==> src/rtl/mac_accum_4bit_pkg.sv <==
// Shared MAC definitions: accumulator FSM states and default sizing,
// reused by the multiplier-array top.
package mac_accum_4bit_pkg;

  localparam int unsigned MAC_ACC_W = 16;
  localparam int unsigned MAC_LEN   = 16;
  localparam int unsigned PP_W      = 8;

  typedef enum logic {
    ACC  = 1'b0,
    DONE = 1'b1
  } mac_state_e;

endpackage

==> src/rtl/mac_accum_4bit_sat_add.sv <==
// Unsigned saturating adder: accumulator plus one 8-bit partial product,
// clamped to all-ones on carry out.
module sat_add
  import mac_accum_4bit_pkg::*;
#(
  parameter int unsigned ACC_W = MAC_ACC_W
) (
  input  logic [ACC_W-1:0] a,
  input  logic [PP_W-1:0]  b,
  output logic [ACC_W-1:0] sum,
  output logic             ovf
);

  localparam int unsigned EXT_W = ACC_W + 1;

  logic [EXT_W-1:0] ext;

  always_comb begin
    ext = {1'b0, a} + EXT_W'(b);
    ovf = ext[ACC_W];
    sum = ovf ? '1 : ext[ACC_W-1:0];
  end

endmodule

==> src/rtl/mac_accum_4bit.sv <==
// Dot-product accumulator: sums a vector of 4x4 partial products with
// saturation and holds the result until the consumer takes it.
module mac_accum_4bit
  import mac_accum_4bit_pkg::*;
#(
  parameter int unsigned ACC_W = MAC_ACC_W,
  parameter int unsigned LEN   = MAC_LEN
) (
  input  logic             clk,
  input  logic             rst_n,
  input  logic             in_valid,
  output logic             in_ready,
  input  logic [PP_W-1:0]  pp,
  input  logic             in_last,
  input  logic             clear,
  output logic             out_valid,
  input  logic             out_ready,
  output logic [ACC_W-1:0] acc_out,
  output logic             sat
);

  localparam int unsigned CNT_W = $clog2(LEN);

  mac_state_e       state;
  logic [CNT_W-1:0] cnt;
  logic [ACC_W-1:0] sum_c;
  logic             ovf_c;
  logic             accept_c;
  logic             last_c;

  sat_add #(.ACC_W(ACC_W)) u_sat_add (
    .a   (acc_out),
    .b   (pp),
    .sum (sum_c),
    .ovf (ovf_c)
  );

  assign in_ready  = (state == ACC);
  assign out_valid = (state == DONE);

  // The LEN-1 beat closes the vector whatever in_last says.
  always_comb begin
    accept_c = in_valid & in_ready & ~clear;
    last_c   = in_last | (cnt == CNT_W'(LEN - 1));
  end

  always_ff @(posedge clk or negedge rst_n) begin
    if (!rst_n) begin
      state   <= ACC;
      acc_out <= '0;
      cnt     <= '0;
      sat     <= 1'b0;
    end else if (clear) begin
      state   <= ACC;
      acc_out <= '0;
      cnt     <= '0;
      sat     <= 1'b0;
    end else begin
      case (state)
        ACC: begin
          if (accept_c) begin
            acc_out <= sum_c;
            sat     <= sat | ovf_c;
            cnt     <= cnt + CNT_W'(1);
            if (last_c) begin
              state <= DONE;
            end
          end
        end
        DONE: begin
          if (out_ready) begin
            state   <= ACC;
            acc_out <= '0;
            cnt     <= '0;
            sat     <= 1'b0;
          end
        end
        default: state <= ACC;
      endcase
    end
  end

endmodule

==> config.mk <==
export PLATFORM = sky130hd
export DESIGN_NAME = mac_accum_4bit
export DESIGN_NICKNAME = d
export VERILOG_FILES = /design/src/rtl/mac_accum_4bit_pkg.sv /design/src/rtl/mac_accum_4bit_sat_add.sv /design/src/rtl/mac_accum_4bit.sv
export SDC_FILE = /design/constraint.sdc
export NUM_CORES = 1
export LEC_CHECK = 0
export BUFFER_PORTS_ARGS = -buffer_cell sky130_fd_sc_hd__buf_2
export CAP_MARGIN = 40
export CORE_UTILIZATION = 40
export CTS_CLUSTER_DIAMETER = 50
export DETAILED_ROUTE_END_ITERATION = 12
export PLACE_DENSITY_LB_ADDON = 0.3
export SYNTH_ARGS = -nofsm -noshare
export SYNTH_HDL_FRONTEND = slang
export SYNTH_SLANG_ARGS = --single-unit
==> constraint.sdc <==
create_clock -name clk -period 3.8 [get_ports clk]
set_input_delay 0 -clock clk [delete_from_list [all_inputs] [get_ports clk]]
set_output_delay 0 -clock clk [all_outputs]
set_load 0.01 [all_outputs]
# Word-level counts from Yosys, hierarchy flattened

Cells that the tools add are included.

Magnitude comparators: 0
Shift-type cells: 0
Reduce and logical (&&, ||, !) cells: 1
Multiplexer cells: 18
$add $sub $neg: 2
Equality and inequality tests: 3
Divide/modulo/power cells: 0
Multipliers: 0
Bitwise logic cells: 6

Operator list:

| cell                                           | count |
|---|---|
| 2-to-1 mux 16 bit                              | 4 |
| one-hot mux 16 bit (2 select lines)            | 1 |
| adder 16 x 8 -> 17 bit                         | 1 |
| 2-to-1 mux 4 bit                               | 3 |
| one-hot mux 4 bit (2 select lines)             | 1 |
| 2-to-1 mux 1 bit                               | 7 |
| adder 4 x 1 -> 4 bit (second input constant)   | 1 |
| equality test 4 bit (second input constant)    | 1 |
| one-hot mux 1 bit (2 select lines)             | 2 |
| != test 3 x 1 -> 1 bit (second input constant) | 1 |
| != test 3 bit (second input constant)          | 1 |
| AND 1 bit                                      | 2 |
| NOT 1 bit                                      | 2 |
| OR 1 bit                                       | 2 |
| AND reduction 2 bit                            | 1 |

Logic and storage cells: 34
Memories: 0
Output and inout port bits: 19
Input bits: 14
Bits in writable memories: 0
Flip-flop bits (word level): 22
Latch bits: 0
ROM bits: 0

# Logic depth before layout (Yosys ltp)

Gate-level depths: netlist of the first run.

Depth after elaboration: 6
Gate-level depth with buffers: 8
Mapped depth without buffers: 7

# Hierarchy

A second synthesis of the first run with hierarchy kept.

Cells, all modules: 156
Area, all modules: 1575.3 µm²

By module, submodules not included:

| module         | sequential area each (µm²) | area each (µm²) | cells an instance | instances |
|---|---|---|---|---|
| mac_accum_4bit | 550.5                      | 895.9           | 65                | 1 |
| sat_add        | 0.0                        | 679.4           | 91                | 1 |

# Worst setup path after synthesis of the first run

No wires, ideal clock.

Path kind: reg-to-reg
Start: register acc_out[0]
End: register acc_out[6]
Library setup time: 0.129 ns
Period minus slack after synthesis: 2.221 ns
Data required time: 3.671 ns
Data arrival time: 2.093 ns
Path slack: 1.579 ns
Stages on the path, launching flop included: 9
Buffers on the path: 1
Path through: dfrtp_1 > ha_1 > fa_1 > a211oi_2 > nor3_2 > o22ai_2 > nand3b_1 > buf_6 > o211ai_2

Cells in the longest elaborated chain, start to end: 5

RTL lines:

| element                             | RTL line                     | text |
|---|---|---|
| from (decl)                         | mac_accum_4bit.sv:18         | `output logic [ACC_W-1:0] acc_out,` |
| from (signal assigned)              | mac_accum_4bit.sv:62         | `acc_out <= sum_c;` |
| adder 16 x 8 -> 17 bit              | mac_accum_4bit_sat_add.sv:19 | `ext = {1'b0, a} + EXT_W'(b);` |
| 2-to-1 mux 16 bit                   | mac_accum_4bit_sat_add.sv:21 | `sum = ovf ? '1 : ext[ACC_W-1:0];` |
| 2-to-1 mux 16 bit                   | mac_accum_4bit.sv:61         | `if (accept_c) begin` |
| one-hot mux 16 bit (2 select lines) | mac_accum_4bit.sv:59         | `case (state)` |
| 2-to-1 mux 16 bit                   | mac_accum_4bit.sv:53         | `end else if (clear) begin` |

Every way passes these cells. The select of a mux whose other input is x is not followed.
A chain may end at the register's enable or synchronous reset.

# Worst setup path in the final report of the first run

Start: register acc_out[0]
End: register acc_out[9]

Same word-level chain as after synthesis.

==> results of run 1 <==
state kept, by name (all words and copies together), names as in the netlist:
register / cells
acc_out: 16
cnt: 4
out_valid: 1
sat: 1
power by group:
group / total [mW] / switching [mW] / internal [mW]
combinational: 0.177 / 0.105 / 0.0715
sequential: 0.260 / 0.0128 / 0.247
clock: 0.170 / 0.0778 / 0.0925
cell families (layout without fill, tap and decap cells):
group	Yosys count	in the layout	synth area share (%)
compound gates	55	55	27.5
xor+xnor	6	6	3.56
fa+ha+maj	10	10	8.98
buf+inv	11	46	3.47
flops	22	22	37.3
simple gates	55	55	19.2
through the flow:
stage | worst slack, ns | instances
floorplan | 1.58 | 159
global placement | 1.24 | 232
detailed placement | 1.16 | 234
CTS | 1.15 | 240
global route | 0.952 | 240
finish | 1.15 | 240
cells in the final DEF (no fill, tap or decap), types with 3 or more instances in the layout:
cell type / count
o211ai_1: 3
nor2_1: 9
a21o_1: 4
xor2_1: 4
and3_1: 3
dfrtp_1: 22
nand2_1: 21
a21oi_1: 9
ha_1: 9
nand3_1: 4
nand2b_1: 3
nor3_1: 3
buf_2: 32
clkbuf_8: 4
inv_1: 6
o21ai_1: 8
a31oi_1: 4
a22oi_1: 5
final cells by class:
cell class | count | area share [%]
multi-input cells | 126 | 49.9
flip-flops and latches | 22 | 31.3
clock buffers | 4 | 3.13
well taps | 46 | 3.28
inverters | 6 | 1.28
repair buffers | 36 | 11.1
path summary, 6_finish.rpt:
kind / startpoint / end / slack, ns / cells after the start
worst min register to register: sat / sat / 0.50 / 2
worst max register to register: acc_out[0] / acc_out[9] / 1.15 / 7
max in group asynchronous: rst_n / cnt[2] / 3.23 / 2
min in group asynchronous: rst_n / acc_out[14] / 0.23 / 2
worst min-delay path: in_last / out_valid / 0.07 / 3
worst max-delay path: acc_out[0] / acc_out[9] / 1.15 / 7
per-layer routing:
| metal | vias up | part of all wire, % | global-route usage (%) |
|---|---|---|---|
| met1 | 666 | 44 | 25.7 |
| met5 | - | 0 | 0 |
| met2 | 66 | 47 | 31.7 |
| li1 | 670 | - | - |
| met3 | 7 | 6.9 | 3.28 |
| met4 | 0 | 1.6 | 5.52 |
worst register-to-register path, cell delays in order (launching register included):
cell and delay, ns:
dfrtp_1 0.41, ha_1 0.23, fa_1 0.44, a211oi_2 0.33
nor3_2 0.10, o22ai_2 0.33, nand3b_1 0.48, o311ai_1 0.18
==> impl_results.md, run 1 <==
- Run status: finished clean
- Hold Crit Class: in2reg
- Vias: 1409
- Final net count: 219
- Clock root buffer: clkbuf_8
- Drt initial violations: 111
- Critical Path RT: 3.92 ns
- Total grt overflow: 0
- Critical-path top delay cell: nand3b_1
- CP top delay family: compound AO/OA/AOI/OAI gates
- Ports: 33
- Rows: 21
- CTS-repair resized insts: 0
- Seq/Total Area, Yosys: between 30 and 40%
- Worst Clk Skew: 0.00200 ns
- Layout cells sized above 1: approximately a quarter
- Routed Antenna Nets: 0
- Crit-path cells: ha_1, fa_1, a211oi_2, nor3_2, o22ai_2, nand3b_1, o311ai_1
- Clk buf depth: 2
- Mapped Area: 1480 um^2
- Multi-input gate area: 876 um^2
- Critical Path Max Stage Delay: 0.48 ns
- CTS tree: done
- Fin crit share: 69.7%
- FILL cells: 316
- Starting Density: 42.9%
- Hold_buf cts: 2
- Clk_lat worst skew: 0.27 ns
- Sequential cell area: about 550 um^2
- 1st-pass router iterations: 4
- Most frequent cell after synthesis: dfrtp_1
- Worst Tran Pin Value: 0.548 ns
- Ant. Diodes: 0
- Die X: approximately 63 um
- Area leader, netlist: dfrtp_1
- Worst Setup End Kind: register
- Routed len/inst: 14.6 um
- H-Tree Depth: 1
- WP buf/inv: 0
- DR DRC count: 0
- Leakage: 0.874 nW
- Peak Freq: 378 MHz
- Area share of the largest cell type after synthesis: 37.3%
- Hold_ws: 0.0654 ns
- Endpoints failing hold: 0
- Slew HR: 63.3%
- Post-synth top cells: 22 x dfrtp_1, 21 x nand2_1, 9 x a21oi_1, 9 x ha_1, 9 x nor2_1
- Dpl hpwl: 2700 um
- Synth-to-layout area growth: 18.9%
- Max-cap violations: 0
- Final Core Density: 51.0%
- Setup Fix Bufs, Post-CTS: 0
- Initial antenna violation count: 0
- Crit path max fanout: 12
- Final instance area: 1760 um^2
- Via density: 5.87
- Global-route wire length before repair: around 6000 um
- Crit path DAT: 2.77 ns
- Sum Neg Setup Slack: 0 ns
- Slew Viols, Final: 0
- GP Congestion: 0.841
- Largest net degree at the start of global routing: 23
- Die area: 3940 um^2
- Post-Syn Instances: around 160
- Die extent in y: around 63 um
- Synth top area cells: dfrtp_1 37%, ha_1 7.6%, nand2_1 5.3%, a21oi_1 3.0%, o21ai_1 2.7%
- Placed Area: 1680 um^2
- Yosys reg bits: 22
- Core Box Area: around 3400 um^2
- Synth async-reset ratio: 100%
- Avg Cell Area, Syn: 9.29 um^2
- CTS Buf Count: 3
- Number of global-route vias before repair: 1305
- Worst vdd ir: approximately 240 uV
- # port buffers: 32
- TritonCTS Sinks: 22
- Pwr dens: between 300 and 400 nW/um^2
- RSZ-0062 raised after global routing: false
- Net Count, Synth: 183
- Post-synth EDFFs: 0
- Ys Warns: 0
- Crit start category: register
- Routed WL: between 3000 and 4000 um
- Tot Pwr: around 0.61 mW
- Most used DFF post-synth: dfrtp_1
- Synth cell types: 46
- Clock slew at reported path FFs: ~0.080 ns
- Setup violations, final: 0
- Fin crit period: 2.65 ns
- All-Layer GR Usage: between 10% and 20%
- CP Class: reg2reg
(Power assumes the default switching activity.)
==> run 2, diff against run 1 <==
clock period = 2.54 ns   (was 3.8 ns; I/O delays follow)
==> impl_results.md, run 2 (synthesis gave the netlist of run 1 again) <==
- Routed WL: 3610 um (+2.9%)
- Clock root buffer: clkbuf_8
- Endpoints failing hold: 0 (unchanged)
- Int Pwr: 0.692 mW (+68%)
- 1st-pass router iterations: 4 (unchanged)
- Die X: 62.8 um (unchanged)
- CTS Buf Count: 3 (unchanged)
- Synth-to-layout area growth: 22.0%
- Starting Density: 42.9% (unchanged)
- Routed len/inst: 14.8 um (+1.2%)
- Initial antenna violation count: 0 (unchanged)
- WHS Path Cells: 3 (unchanged)
- Switching share of power: 29.9% (-2.3 points)
- Largest net degree at the start of global routing: 23 (unchanged)
- Fin crit period: 2.30 ns (-0.343 ns)
- Sum Neg Setup Slack: 0 ns (unchanged)
- Total grt overflow: 0 (unchanged)
- Slew HR: 65.5% (+2.2 points)
- Largest regs: acc_out x16, cnt x4
- Flop2flop setup slack: 0.24 ns (-0.92 ns)
- Critical-path top delay cell: fa_1
- Via density: 5.74 (-2.3%)
- Worst Tran Pin Value: 0.517 ns (-0.0313 ns)
- Worst Hold End: out_valid
- GP Congestion: 0.869 (+3.2%)
- CTS tree: done
- Commonest non-fill, non-tap cell in the layout: buf_2
- DR DRC count: 0 (unchanged)
- Ports: 33 (unchanged)
- TritonCTS Sinks: 22 (unchanged)
- Worst Clk Skew: 0.00222 ns (+0.000220 ns)
- Clk buf depth: 2 (unchanged)
- Final WS setup: 0.235 ns (-0.917 ns)
- Place WS: 0.234 ns (-0.926 ns)
- Largest Register: acc_out
- Worst vdd ir: 332 uV (+40%)
- Hold Crit Class: in2reg
- Vias: 1400 (-0.64%)
- All-Layer GR Usage: 19.8% (+0.58 points)
- RSZ-0062 raised after global routing: false
- Drt initial violations: 133 (+20%)
- Clk_lat worst skew: 0.27 ns (about the same)
- RR Startpoint: acc_out[0]
- Crit path DAT: 2.47 ns (-0.30 ns)
- Sw power: 0.295 mW (+51%)
- Final net count: 223 (+1.8%)
- Met1 usage: 26.8% (+1.0 points)
- Ant. Diodes: 0 (unchanged)
- CTS-repair resized insts: 0 (unchanged)
- Comb power frac: 27.0% (-2.1 points)
- Worst hold start: out_ready
- Core Box Area: 3440 um^2 (unchanged)
- Critical Path RT: 2.70 ns (-1.22 ns)
- Commonest non-fill, non-tap cells in the layout: 32 x buf_2, 22 x dfrtp_1, 21 x nand2_1
- Layout cells sized above 1: 26.3% (+1.5 points)
- Global-route wire length before repair: 6180 um (+2.4%)
- CP Class: reg2reg
- Number of global-route vias before repair: 1332 (+2.1%)
- Final instance area: 1800 um^2 (+2.6%)
- Pwr dens: 548 nW/um^2 (+59%)
- GR Util met2: 31.9% (+0.27 points)
- Top Usage Layer GRT: met2
- GR Layer Usage met3: 2.19% (-1.1 points)
- Die extent in y: 62.8 um (unchanged)
- Sequential share of power: 39.4% (-3.4 points)
- Rows: 21 (unchanged)
- Crit path max fanout: 5 (-7)
- Clock share of power: 33.6% (+5.5 points)
- # port buffers: 32 (unchanged)
- Setup violations, final: 0 (unchanged)
- Setup Fix Bufs, Post-CTS: 0 (unchanged)
- Crit start category: register
- Peak Freq: 434 MHz (+15%)
- Placed Area: 1710 um^2 (+1.8%)
- H-Tree Depth: 1 (unchanged)
- Worst Setup End Kind: register
- Run status: finished clean
- Final std cells w/o fill: 244 (+1.7%)
- Slew Viols, Final: 0 (unchanged)
- # placed instances: 238 (+1.7%)
- Die area: 3940 um^2 (unchanged)
- Max FFs per register: 16 (unchanged)
- Leakage: 0.899 nW (+2.8%)
- Dpl hpwl: 2700 um (about the same)
- Fin crit share: 90.7% (+21 points)
- Clock slew at reported path FFs: 0.08 ns (about the same)
- Hold_buf cts: 2 (unchanged)
- Crit-path cells: ha_1, fa_1, a211oi_2, nor3_2, o22ai_2, buf_4, nor4_1, a2111oi_2
- Critical Path Max Stage Delay: 0.43 ns (-0.05 ns)
- End of the worst register-to-register path: acc_out[10]
- Worst R2R Path Depth: 8 (+1)
- Max-cap violations: 0 (unchanged)
- Routed Antenna Nets: 0 (unchanged)
run 2: cell types whose count changed in the layout (fill, tap and decap cells not counted), sizes merged:
cell    change
clkbuf      -1
bufinv      +1
buf         +4
run 2: per-stage QoR:
stage / utilization, % / hold WS, ns / power [mW]
final: 52.4 / 0.0496 / 0.987
after global routing: 52.4 / 0.0814 / 1.04
after CTS: 52.4 / 0.0433 / 0.994
after detailed placement: 49.7 / 0.00901 / 0.658
after global placement: 49.7 / 0.00114 / 0.653
after floorplan: - / -0.296 / 0.576
run 2: worst max path at each step:
stage | start | end | slack, ns | cells past startpoint
5_1_grt | acc_out[0] | acc_out[10] | 0.002 | 8
6_report | acc_out[0] | acc_out[10] | 0.24 | 8
3_5_place_dp | acc_out[0] | acc_out[10] | 0.23 | 8
3_3_place_gp | acc_out[0] | acc_out[10] | 0.29 | 8
2_1_floorplan | acc_out[0] | acc_out[6] | 0.32 | 8
4_1_cts | acc_out[0] | acc_out[10] | 0.22 | 8
run 2: layout make-up:
type / count / area, um^2
fillers: 344 / 1640
multi-input cells: 126 / 876
flip-flops and latches: 22 / 551
repair buffers: 40 / 225
well taps: 46 / 57.6
clock buffers: 3 / 41.3
clock inverters: 1 / 30.0
inverters: 6 / 22.5
run 2: routing by layer:
| metal | part of all wire, % | wire length [um] | up-vias |
|---|---|---|---|
| li1 | - | - | 675 |
| met1 | 47 | 1680 | 667 |
| met2 | 48 | 1710 | 53 |
| met3 | 4.7 | 168 | 5 |
| met4 | 1.2 | 44 | 0 |
| met5 | 0 | 0 | - |
run 2: worst max-delay path: cells and delay by family, from the launching register on:
family,cells,cell delay [ns]
adders and majority gates,2,0.66
buffers and inverters,1,0.18
AOI/OAI and AO/OA,3,0.79
and+or+nand+nor,2,0.16
DFF,1,0.40
run 2: power groups by stage:
stage / Clock [mW] / Sequential (mW) / Combinational [mW]
floorplan: 0 / 0.401 / 0.175
global placement: 0 / 0.394 / 0.259
detailed placement: 0 / 0.396 / 0.263
CTS: 0.338 / 0.389 / 0.267
global route: 0.350 / 0.392 / 0.298
finish: 0.332 / 0.389 / 0.267
